[config.mk]
export PLATFORM = sky130hd
export DESIGN_NAME = tmp75_ctrl
export DESIGN_NICKNAME = d
export VERILOG_FILES = /design/src/rtl/tmp75_ctrl.sv
export SDC_FILE = /design/constraint.sdc
export NUM_CORES = 1
export LEC_CHECK = 0
export CAP_MARGIN = 20
export CORE_UTILIZATION = 40
export CTS_BUF_LIST = sky130_fd_sc_hd__clkbuf_4 sky130_fd_sc_hd__clkbuf_8
export DETAILED_ROUTE_END_ITERATION = 8
export PLACE_DENSITY_LB_ADDON = 0.25
export SETUP_SLACK_MARGIN = 0.3
export SLEW_MARGIN = 5
export SYNTH_ARGS = -nofsm -noshare
export SYNTH_HDL_FRONTEND = slang
export SYNTH_SLANG_ARGS = --single-unit
[constraint.sdc]
create_clock -name clk_i -period 2.2 [get_ports clk_i]
set_clock_uncertainty 0.1 [all_clocks]
set_input_delay 0.33 -clock clk_i [delete_from_list [all_inputs] [get_ports clk_i]]
set_output_delay 0.33 -clock clk_i [all_outputs]
set_load 0.05 [all_outputs]
[src/rtl/tmp75_ctrl.sv]
// rtl/tmp75_ctrl.sv - TMP75 config + periodic temperature read sequencer for i2c_dri (optional over-temp flag: TMP75_OT_EN)
module tmp75_ctrl #(
  parameter logic [6:0]  DEV_ADDR      = 7'h48,
  parameter logic [7:0]  CFG_BYTE      = 8'h60,
  parameter logic [31:0] SAMPLE_PERIOD = 32'd10_000_000,
  parameter logic [15:0] TIMEOUT       = 16'd4096
`ifdef TMP75_OT_EN
  ,
  parameter logic signed [11:0] T_HIGH = 12'sh500,
  parameter logic signed [11:0] T_LOW  = 12'sh4B0
`endif
) (
  input  logic        clk_i,
  input  logic        rst_i,
  input  logic        en_i,
  output logic [23:0] wr_data_o,
  output logic [7:0]  wr_cnt_o,
  output logic [7:0]  rd_cnt_o,
  output logic        iic_en_o,
  output logic        iic_mode_o,
  input  logic        iic_busy_i,
  input  logic [15:0] rd_data_i,
  output logic [11:0] temp_o,
  output logic        temp_vld_o,
  output logic        cfg_done_o,
  output logic        err_o,
  output logic        ot_o
);

  typedef enum logic [2:0] {
    IDLE     = 3'd0,
    CFG_REQ  = 3'd1,
    CFG_WAIT = 3'd2,
    PERIOD   = 3'd3,
    RD_REQ   = 3'd4,
    RD_WAIT  = 3'd5,
    LATCH    = 3'd6
  } state_t;

  localparam logic [31:0] PERIOD_LAST = SAMPLE_PERIOD - 32'd1;
  localparam logic [31:0] TO_LAST     = {16'd0, TIMEOUT} - 32'd1;

  state_t      r_state;
  state_t      w_state_nxt;
  logic        r_busy_meta;
  logic        r_busy_s;
  logic [31:0] r_cnt;
  logic [11:0] r_temp;
  logic        r_cfg_done;
  logic        r_err;
  logic        w_timeout;
  logic        w_cfg_set;
  logic        w_latch;
  logic        w_cnt_run;
  logic [11:0] w_temp_new;
  logic        w_unused;

  // TMP75 sends MSB first: byte0 = T[11:4], byte1[7:4] = T[3:0]
  assign w_temp_new = {rd_data_i[7:0], rd_data_i[15:12]};
  assign w_unused   = ^rd_data_i[11:8];

  // Two-flop resync of busy; resets to 1 so a frame still running in i2c_dri
  // (which has no reset) is never mistaken for idle right after reset.
  always_ff @(posedge clk_i or posedge rst_i) begin
    if (rst_i) begin
      r_busy_meta <= 1'b1;
      r_busy_s    <= 1'b1;
    end else begin
      r_busy_meta <= iic_busy_i;
      r_busy_s    <= r_busy_meta;
    end
  end

  // State register
  always_ff @(posedge clk_i or posedge rst_i) begin
    if (rst_i) begin
      r_state <= IDLE;
    end else begin
      r_state <= w_state_nxt;
    end
  end

  // Next-state, request fields and datapath strobes
  always_comb begin
    w_state_nxt = r_state;
    w_timeout   = 1'b0;
    w_cfg_set   = 1'b0;
    w_latch     = 1'b0;
    w_cnt_run   = 1'b0;
    wr_data_o   = 24'd0;
    wr_cnt_o    = 8'd0;
    rd_cnt_o    = 8'd0;
    iic_mode_o  = 1'b0;
    iic_en_o    = 1'b0;
    temp_vld_o  = 1'b0;
    case (r_state)
      IDLE: begin
        if (en_i && !r_busy_s) begin
          w_state_nxt = r_cfg_done ? PERIOD : CFG_REQ;
        end
      end
      CFG_REQ, CFG_WAIT: begin
        wr_data_o = {CFG_BYTE, 8'h01, DEV_ADDR, 1'b0};
        wr_cnt_o  = 8'd3;
        iic_en_o  = (r_state == CFG_REQ);
        if (r_state == CFG_REQ) begin
          w_cnt_run = 1'b1;
          if (r_busy_s) begin
            w_state_nxt = CFG_WAIT;
          end else if (r_cnt == TO_LAST) begin
            w_state_nxt = IDLE;
            w_timeout   = 1'b1;
          end
        end else if (!r_busy_s) begin
          w_state_nxt = PERIOD;
          w_cfg_set   = 1'b1;
        end
      end
      PERIOD: begin
        w_cnt_run = 1'b1;
        if (!en_i) begin
          w_state_nxt = IDLE;
        end else if (r_cnt == PERIOD_LAST) begin
          w_state_nxt = RD_REQ;
        end
      end
      RD_REQ, RD_WAIT: begin
        wr_data_o  = {8'h00, 8'h00, DEV_ADDR, 1'b0};
        wr_cnt_o   = 8'd2;
        rd_cnt_o   = 8'd2;
        iic_mode_o = 1'b1;
        iic_en_o   = (r_state == RD_REQ);
        if (r_state == RD_REQ) begin
          w_cnt_run = 1'b1;
          if (r_busy_s) begin
            w_state_nxt = RD_WAIT;
          end else if (r_cnt == TO_LAST) begin
            w_state_nxt = IDLE;
            w_timeout   = 1'b1;
          end
        end else if (!r_busy_s) begin
          w_state_nxt = LATCH;
          w_latch     = 1'b1;
        end
      end
      LATCH: begin
        temp_vld_o  = 1'b1;
        w_state_nxt = PERIOD;
      end
      default: begin
        w_state_nxt = IDLE;
      end
    endcase
  end

  // Shared cycle counter: period wait and request timeout; restarts on every state change
  always_ff @(posedge clk_i or posedge rst_i) begin
    if (rst_i) begin
      r_cnt <= 32'd0;
    end else if (w_state_nxt != r_state) begin
      r_cnt <= 32'd0;
    end else if (w_cnt_run) begin
      r_cnt <= r_cnt + 32'd1;
    end
  end

  // Temperature captured as the frame ends so it is valid alongside the LATCH strobe
  always_ff @(posedge clk_i or posedge rst_i) begin
    if (rst_i) begin
      r_temp     <= 12'd0;
      r_cfg_done <= 1'b0;
      r_err      <= 1'b0;
    end else begin
      if (w_latch) begin
        r_temp <= w_temp_new;
      end
      if (w_cfg_set) begin
        r_cfg_done <= 1'b1;
      end
      if (w_timeout) begin
        r_err <= 1'b1;
      end
    end
  end

  assign temp_o     = r_temp;
  assign cfg_done_o = r_cfg_done;
  assign err_o      = r_err;

`ifdef TMP75_OT_EN
  logic r_ot;

  // Hysteretic over-temperature flag, evaluated on the fresh sample
  always_ff @(posedge clk_i or posedge rst_i) begin
    if (rst_i) begin
      r_ot <= 1'b0;
    end else if (w_latch) begin
      if ($signed(w_temp_new) >= T_HIGH) begin
        r_ot <= 1'b1;
      end else if ($signed(w_temp_new) <= T_LOW) begin
        r_ot <= 1'b0;
      end
    end
  end

  assign ot_o = r_ot;
`else
  assign ot_o = 1'b0;
`endif

endmodule
## Yosys cells after proc, flatten, opt, wreduce, memory -nomap -nowiden

Cells that the tools add are included.

| cells by class | value |
|---|---|
| equal/unequal tests | 9 |
| muxes and demuxes | 33 |
| reductions and logical operators | 6 |
| add/subtract/negate cells | 1 |

Operators with widths:

| cell | count |
|---|---|
| 2-to-1 mux 32 bit | 2 |
| case mux 23 bit (2 select lines) | 1 |
| adder 32 x 1 -> 32 bit, second input constant | 1 |
| equality test 32 x 12 -> 1 bit, second input constant | 1 |
| equality test 32 x 24 -> 1 bit, second input constant | 1 |
| 2-to-1 mux 3 bit | 10 |
| case mux 3 bit (5 select lines) | 1 |
| 2-to-1 mux 1 bit | 13 |
| equality test 3 bit, second input constant | 3 |
| equality test 3 x 2 -> 1 bit, second input constant | 2 |
| 2-to-1 mux 2 bit | 2 |
| case mux 1 bit (2 select lines) | 2 |
| case mux 2 bit (2 select lines) | 1 |
| OR reduction 2 bit | 2 |
| equality test 3 x 1 -> 1 bit, second input constant | 1 |
| logical NOT 3 bit | 1 |
| != test 3 bit | 1 |
| case mux 1 bit (3 select lines) | 1 |
| nonzero test 2 bit | 1 |
| logical AND 1 bit | 1 |
| logical NOT 1 bit | 1 |

| word-level totals | value |
|---|---|
| input bits | 20 |
| flip-flop bits (word level) | 51 |
| output and inout port bits | 58 |
| logic and storage cells | 56 |

## Logic depth before layout (Yosys ltp)

Gate-level depths: netlist (run 1).

| logic depth | value |
|---|---|
| depth after elaboration | 7 |
| depth in mapped cells | 7 |
| depth with buffers taken out | 6 |

## Least setup slack after synthesis (run 1)

OpenSTA, ideal clock, no wires.

| timing path | value |
|---|---|
| path kind | register -> register |
| start | reg r_state[2] |
| end | reg r_temp[0], in the netlist temp_o[0] |
| cell stages (with the launch flop) | 6 |
| period minus slack after synthesis | 2.759 ns |
| data required time | 1.975 ns |
| setup time | 0.125 ns |
| path buffers | 2 |
| arrival | 2.535 ns |
| setup slack | -0.559 ns |
| path through | dfrtp_1 clkbuf_1 nor2b_1 and3_1 buf_1 mux2_2 |

| between the ends | value |
|---|---|
| cells in the longest elaborated chain, start to end | 3 |
| elaborated cells on any way between the ends | 5 |
| classes of those cells | eq/ne: 2; mux: 2; reduce/logical: 1 |

Ends and longest elaborated chain:

| element | RTL line | text |
|---|---|---|
| start, declared | 43 | `state_t r_state;` |
| start signal, assigned | 79 | `r_state <= w_state_nxt;` |
| equality test 3 bit, on equally long branches | 96, 133 |  |
| 2-to-1 mux 1 bit / OR reduction 2 bit (equally long branches) | 133, 96 |  |
| 2-to-1 mux 1 bit * | 96 | `case (r_state)` |
| end signal, assigned | 175 | `r_temp <= w_temp_new;` |
| end, declared | 48 | `logic [11:0] r_temp;` |

Mark *: on every way between the ends. The rest lies on a longest branch, timed or not.
A chain may end at the register's enable or synchronous reset.

## Final worst setup path (run 1)

| timing path | value |
|---|---|
| start | reg r_cnt[15] |
| end | reg r_cnt[21] |

| between the ends | value |
|---|---|
| cells in the longest elaborated chain, start to end | 7 |
| elaborated cells on any way between the ends | 15 |
| classes of those cells | add/sub: 1; eq/ne: 3; mux: 10; reduce/logical: 1 |

Ends and longest elaborated chain:

| element | RTL line | text |
|---|---|---|
| start, declared | 47 | `logic [31:0] r_cnt;` |
| start signal, assigned | 163 | `r_cnt <= r_cnt + 32'd1;` |
| equality test 32 x 12 -> 1 bit | 110, 137 |  |
| 2-to-1 mux 3 bit | 110, 137 |  |
| 2-to-1 mux 3 bit, on equally long branches | 135, 108 |  |
| 2-to-1 mux 3 bit, on equally long branches | 133, 106 |  |
| case mux 3 bit (5 select lines) | 96 |  |
| != test 3 bit | 160 | `end else if (w_state_nxt != r_state) begin` |
| 2-to-1 mux 32 bit / nonzero test 2 bit (equally long branches) | n/a |  |

Several ways; a longest one is shown, not always the timed one. The select of a mux whose other input is x is not followed.

==> impl_results.md, run 1 <==
* H-tree levels at 2
* P&R area growth vs syn at 33.6%
* Relative slew margins at about two thirds
* Top cells by area, synth: dfrtp_1 37%, a211oi_2 11%, buf_4 8.8%
* Vias per cell at 5.21
* Die height at a little over 90 um
* Static leakage at 1.84 nW
* F_max at ~420 MHz
* Crit-path max FO at 20
* Worst-path clk slew at approximately 0.1 ns
* Initial core utilization at a little over two fifths
* Initial antenna violation count at 0
* Final ANT Viol Nets at 0
* PwrDens at between 1000 and 1500 nW/um2
* Largest net degree at the start of global routing at 32
* Crit share post-route at 109%
* Post-Syn Instances at roughly 320
* Fin Setup TNS at -5.58 ns
* Most used DFF post-synth: dfrtp_1
* Flops & latches, synth at 51
* Final Cell Area at 4430 um2
* Die X at 93.1 um
* Worst-Margin Slew at 0.506 ns
* EDFF count, synth at 0
* CTS tree: done
* Crit Path Category: register to register
* Core area at approximately 7900 um2
* Final min period at roughly 2.4 ns
* Maxcap violations at 0
* DRC at 0
* Die area at a little under 9000 um2
* Clk Latency, worst-skew pair at around 0.31 ns
* CP cell instances: or4_4 > or4_4 > o32a_1 > o21ai_4 > buf_12 > a211oi_2
* Total global-route track usage at about 18%
* Ys async rst share at between 90% and 100%
* Status: finished with violations
* Fraction of layout cells with a size suffix above 1 at 35.1%
* DP Wirelength at 5.16 mm
* Final setup fails at 32
* CP bufs+invs at 1
* Yosys top cell area share at roughly 37%
* Synth Cell Area at 3320 um2
* Seq/Total Area, Yosys at between 30% and 40%
* Syn. warnings at 0
* 1st-pass router iterations at 4
* Final hold violations at 0
* CP max stage delay at about 0.55 ns
* Diode count at 0
* Slowest CP cell: or4_4
* Vias in the first global route at approximately 2400
* Dpl ws at -0.194 ns
* DR WL/cell at approximately 15 um
* Worst EP arrival at 2.49 ns
* Slew Viols, Final at 0
* I/O pin total at slightly below 80
* Placer Congestion at slightly below 0.8
* Placed insts at 474
* I/O Buffers at 40
* Commonest non-fill, non-tap cell in the layout: dfrtp_1
* Bufs on Longest Clock Path at 2
* # clock sinks at 51
* Final cell count without fillers at 498
* Commonest cells after routing, fill and taps aside: 47 x dfrtp_1, 38 x buf_4, 33 x conb_1, 30 x a211oi_2, 25 x xnor2_1
* CP required at between 2 and 2.5 ns
* First-pass GRT wire length at ~12 mm
* Starting DRC count in detailed routing at ~100
* Worst Slack Setup Final at -0.197 ns
* Number of library cell types mapped by synthesis at between 50 and 60
* Post-synth top area cell: dfrtp_1
* CP Launch Type: register
* CTS buffer count at 5
* Unrepaired setup endpoints after global routing: true
* Worst hold path type: primary input to asynchronous set/reset pin
* Root Driver: clkbuf_8
* Dpl cell area at between 4000 and 5000 um2
* Mean Syn Cell Area at approximately 10 um2
* Failing checks: setup timing
* # rows at 32
* Via count at roughly 2600
* Post-Route WL at roughly 7.4 mm
* Maximum VDD drop at approximately 0.84 mV
* Largest delay share family, worst path: simple AND/OR/NAND/NOR gates
* Crit end category: register
* Total congestion overflow at 0
* CP dominant cell by count: or4_4
* Nets@finish at between 400 and 500
## kinds of logic (layout without fill, tap and decap cells)
| family | count (synthesis) | count (layout) | synth area share (%) |
|---|---|---|---|
| and+or+nand+nor | 99 | 99 | 17.4 |
| buffers and inverters | 66 | 112 | 13.4 |
| AOI/OAI and AO/OA | 55 | 55 | 17.4 |
| DFF | 51 | 51 | 38.5 |
| xor gates and xnor gates | 32 | 32 | 8.44 |
| muxes | 13 | 13 | 4.37 |
| adders and majority gates | 1 | 1 | 0.377 |
| other | 1 | 33 | 0.113 |
## power by group
part / internal (W) / switching, W / leakage [nW] / total [W]
Clock: 0.000454 / 0.000325 / 0.0644 / 0.000779
Sequential: 0.000973 / 0.0000331 / 0.693 / 0.00101
Combinational: 0.00133 / 0.00172 / 1.09 / 0.00305
## layer usage
| metal | up-vias | track usage (%) | wire length [um] |
|---|---|---|---|
| met3 | 6 | 3.25 | 294 |
| li1 | 1246 | - | - |
| met4 | 0 | 4.74 | 82 |
| met2 | 76 | 29.3 | 3520 |
| met5 | - | 0 | 0 |
| met1 | 1265 | 24.1 | 3460 |
## area by class of cell
| class | count | area [um2] |
|---|---|---|
| sequential | 51 | 1280 |
| tap | 102 | 128 |
| clock inverter | 3 | 67.6 |
| fill | 683 | 3450 |
| clock buffer | 5 | 68.8 |
| timing repair buffer | 95 | 1010 |
| multi-input combinational | 233 | 1850 |
| inverter | 9 | 33.8 |
## final timing paths
path / slack [ns] / cells after the start / startpoint / to
max in group asynchronous: 1.23 / 3 / rst_i / r_cnt[13]$_DFFE_PP0P_
min reg2reg: 0.26 / 0 / r_busy_meta$_DFF_PP1_ / r_busy_s$_DFF_PP1_
min: 0.24 / 2 / rst_i / temp_o[5]$_DFFE_PP0P_
max reg2reg: -0.20 / 6 / r_cnt[15]$_DFFE_PP0P_ / r_cnt[21]$_DFFE_PP0P_
min in group clk_i: 0.26 / 0 / r_busy_meta$_DFF_PP1_ / r_busy_s$_DFF_PP1_
max: -0.20 / 6 / r_cnt[15]$_DFFE_PP0P_ / r_cnt[21]$_DFFE_PP0P_
## cells in the mapped netlist (all sizes together), types with 3 or more instances
| cell | n |
|---|---|
| a21oi | 3 |
| nand4 | 8 |
| mux2 | 12 |
| nand2 | 16 |
| nand3 | 10 |
| nor2b | 3 |
| buf | 50 |
| a211oi | 32 |
| nor4 | 13 |
| nor3 | 15 |
| o21ai | 3 |
| dfrtp | 49 |
| a211o | 3 |
| clkbuf | 7 |
| and3 | 7 |
| or4 | 5 |
| inv | 8 |
| xor2 | 6 |
| nor2 | 9 |
| xnor2 | 26 |
| a21o | 3 |
## metrics by stage
stage	hold WS [ns]	util, %	total power [W]
2_1_floorplan	0.234	-	0.00296
3_3_place_gp	0.248	51.3	0.00376
3_5_place_dp	0.250	51.3	0.00376
4_1_cts	0.253	54.0	0.00469
5_1_grt	0.251	56.2	0.00505
6_report	0.239	56.2	0.00484
## repair_timing
item / in CTS / in global routing
setup endpoints to repair: 58 / 47
resized for setup: 29 / 24
pin swaps: 6 / 3
hold buffers: 0 / 0
setup buffers: 5 / 11
## state kept, by name, indices dropped and copies added, names as in the netlist
| register | count |
|---|---|
| cfg_done_o | 1 |
| err_o | 1 |
| r_busy_meta | 1 |
| r_busy_s | 1 |
| r_cnt | 32 |
| r_state | 3 |
| temp_o | 12 |
Note: power is estimated with default switching activity, not from simulation.
==> run 2, diff against run 1 <==
Settings changed: MAX_ROUTING_LAYER from default to met4.
==> run 2 against run 1 <==
The flow still finishes with violations (setup timing). Clock-buffer cell count did not move. Total power barely moved. Sequential share of layout area did not move. Hold slack got worse by 0.0021 ns. Final cell count did not move. Critical path type unchanged. Largest cell class unchanged. Largest power group unchanged. Highest routed layer unchanged.
==> impl_results.md, run 2 (same netlist as run 1, synthesis figures left out) <==
* Crit Path Category: register to register
* DRC at 0 (unchanged)
* H-tree levels at 2 (unchanged)
* Placer Congestion at 0.795 (+1.4%)
* Placed insts at 474 (unchanged)
* DP Wirelength at 5.16 mm (unchanged)
* Hold Slack at 0.237 ns (-0.00215 ns)
* PwrDens at 1090 nW/um2 (about the same)
* Met3 usage at 3.01% (-0.24 points)
* CP cell instances: or4_4 > or4_4 > o32a_1 > o21ai_4 > buf_12 > a211oi_2
* Slew Viols, Final at 0 (unchanged)
* Top reg by flops: r_cnt
* Status: finished with violations
* Vias in the first global route at 2396 (-0.33%)
* Final setup fails at 32 (unchanged)
* Crit share post-route at 109% (about the same)
* Finished Core Util at 56.2% (unchanged)
* Global routing usage on met1 at 24.2% (+0.052 points)
* 1st-pass router iterations at 4 (unchanged)
* First-pass GRT wire length at 12.1 mm (about the same)
* Bufs on Longest Clock Path at 2 (unchanged)
* Initial antenna violation count at 0 (unchanged)
* Vias per cell at 5.20 (about the same)
* Crit-path max FO at 20 (unchanged)
* F_max at 417 MHz (about the same)
* Post-Route WL at 7.35 mm (about the same)
* Commonest non-fill, non-tap cell in the layout: dfrtp_1
* I/O pin total at 78 (unchanged)
* Final ANT Viol Nets at 0 (unchanged)
* Via count at 2592 (-0.039%)
* Worst r2r src: r_cnt[15]$_DFFE_PP0P_
* CP required at 2.29 ns (about the same)
* Final min period at 2.40 ns (+0.00136 ns)
* Clk Latency, worst-skew pair at 0.31 ns (about the same)
* Most used routing layer: met2
* Filler instances at 683 (unchanged)
* Slowest CP cell: or4_4
* Maxcap violations at 0 (unchanged)
* Nets@finish at 416 (unchanged)
* R2r setup slk at -0.20 ns (about the same)
* CTS tree: done
* Largest net degree at the start of global routing at 32 (unchanged)
* Final hold violations at 0 (unchanged)
* Dpl ws at -0.194 ns (unchanged)
* Failing checks: setup timing
* Die area at 8670 um2 (unchanged)
* Static leakage at 1.84 nW (unchanged)
* Multi-input gate area at 1850 um2 (unchanged)
* Max reg flops at 32 (unchanged)
* Worst Slack Setup Final at -0.198 ns (-0.00136 ns)
* CP max stage delay at 0.55 ns (about the same)
* CP Launch Type: register
* Initial core utilization at 42.1% (unchanged)
* # rows at 32 (unchanged)
* Starting DRC count in detailed routing at 90 (-12%)
* Final cell count without fillers at 498 (unchanged)
* Total congestion overflow at 0 (unchanged)
* P&R area growth vs syn at 33.6% (unchanged)
* Diode count at 0 (unchanged)
* I/O Buffers at 40 (unchanged)
* Length in cells of the worst reg-to-reg path at 6 (unchanged)
* Sequential Area at 1280 um2 (unchanged)
* Worst-Margin Slew at 0.506 ns (+0.0000899 ns)
* Worst hold path type: primary input to asynchronous set/reset pin
* # clock sinks at 51 (unchanged)
* GR Layer Usage met2 at 29.2% (-0.061 points)
* Total global-route track usage at 18.3% (+0.44 points)
* Die height at 93.1 um (unchanged)
* Fraction of layout cells with a size suffix above 1 at 35.1% (unchanged)
* Relative slew margins at 66.4% (about the same)
* Core area at 7890 um2 (unchanged)
* Maximum VDD drop at 0.845 mV (+0.10%)
* Worst-path clk slew at 0.10 ns (about the same)
* Crit end category: register
* R2r endpoint: r_cnt[27]$_DFFE_PP0P_
* CTS buffer count at 5 (unchanged)
* Die X at 93.1 um (unchanged)
* Unrepaired setup endpoints after global routing: true
* Fin Setup TNS at -5.60 ns (-0.0289 ns)
* Root Driver: clkbuf_8
* Commonest cells after routing, fill and taps aside: 47 x dfrtp_1, 38 x buf_4, 33 x conb_1, 30 x a211oi_2, 25 x xnor2_1
* DR WL/cell at 14.8 um (about the same)
* Worst EP arrival at 2.49 ns (about the same)
* CP dominant cell by count: or4_4
[run 2: routing by layer]
| layer | vias to the layer above | wire [um] |
|---|---|---|
| li1 | 1247 | - |
| met1 | 1282 | 3510 |
| met2 | 57 | 3550 |
| met3 | 6 | 210 |
| met4 | 0 | 81 |
| met5 | - | 0 |
[run 2: what timing repair did]
action | CTS | global route
hold endpoints to repair | 0 | 0
setup endpoints to repair | 58 | 47
buffers inserted | 5 | 11
resized for setup | 29 | 24
pin swaps | 6 | 3
hold buffers | 0 | 0
[run 2: metrics by stage]
| step | power (W) | instance area [um2] |
|---|---|---|
| final | 0.00484 | 4430 |
| after global routing | 0.00505 | 4430 |
| after CTS | 0.00469 | 4260 |
| after detailed placement | 0.00376 | 4050 |
| after global placement | 0.00376 | 4050 |
| after floorplan | 0.00296 | 3520 |
[run 2: where the power goes]
group	switching (W)	internal, W	leakage (nW)
combinational	0.00172	0.00133	1.09
sequential	0.0000331	0.000973	0.693
clock	0.000328	0.000454	0.0644
total	0.00208	0.00276	1.84
[run 2: critical path: cells and delay by family, from the launching register on]
kind,cells,cell delay (ns)
buf+inv,1,0.21
compound gates,3,0.58
simple gates,2,0.98
flops,1,0.39
[run 2: cell type report]
cell class                      instances  area share (%)
Multi-Input combinational cell        233            41.7
Sequential cell                        51            28.9
Timing Repair Buffer                   95            22.7
Tap cell                              102            2.88
Clock buffer                            5            1.55
Clock inverter                          3            1.52
Inverter                                9           0.762
[run 2: worst max-delay path by stage]
stage | slack (ns) | from | to
global route | -0.25 | r_cnt[15]$_DFFE_PP0P_ | r_cnt[0]$_DFFE_PP0P_
finish | -0.20 | r_cnt[15]$_DFFE_PP0P_ | r_cnt[27]$_DFFE_PP0P_
floorplan | -0.15 | r_cnt[15]$_DFFE_PP0P_ | r_cnt[0]$_DFFE_PP0P_
global placement | -0.18 | r_cnt[15]$_DFFE_PP0P_ | r_cnt[19]$_DFFE_PP0P_
CTS | -0.21 | r_cnt[15]$_DFFE_PP0P_ | r_cnt[27]$_DFFE_PP0P_
detailed placement | -0.19 | r_cnt[15]$_DFFE_PP0P_ | r_cnt[21]$_DFFE_PP0P_
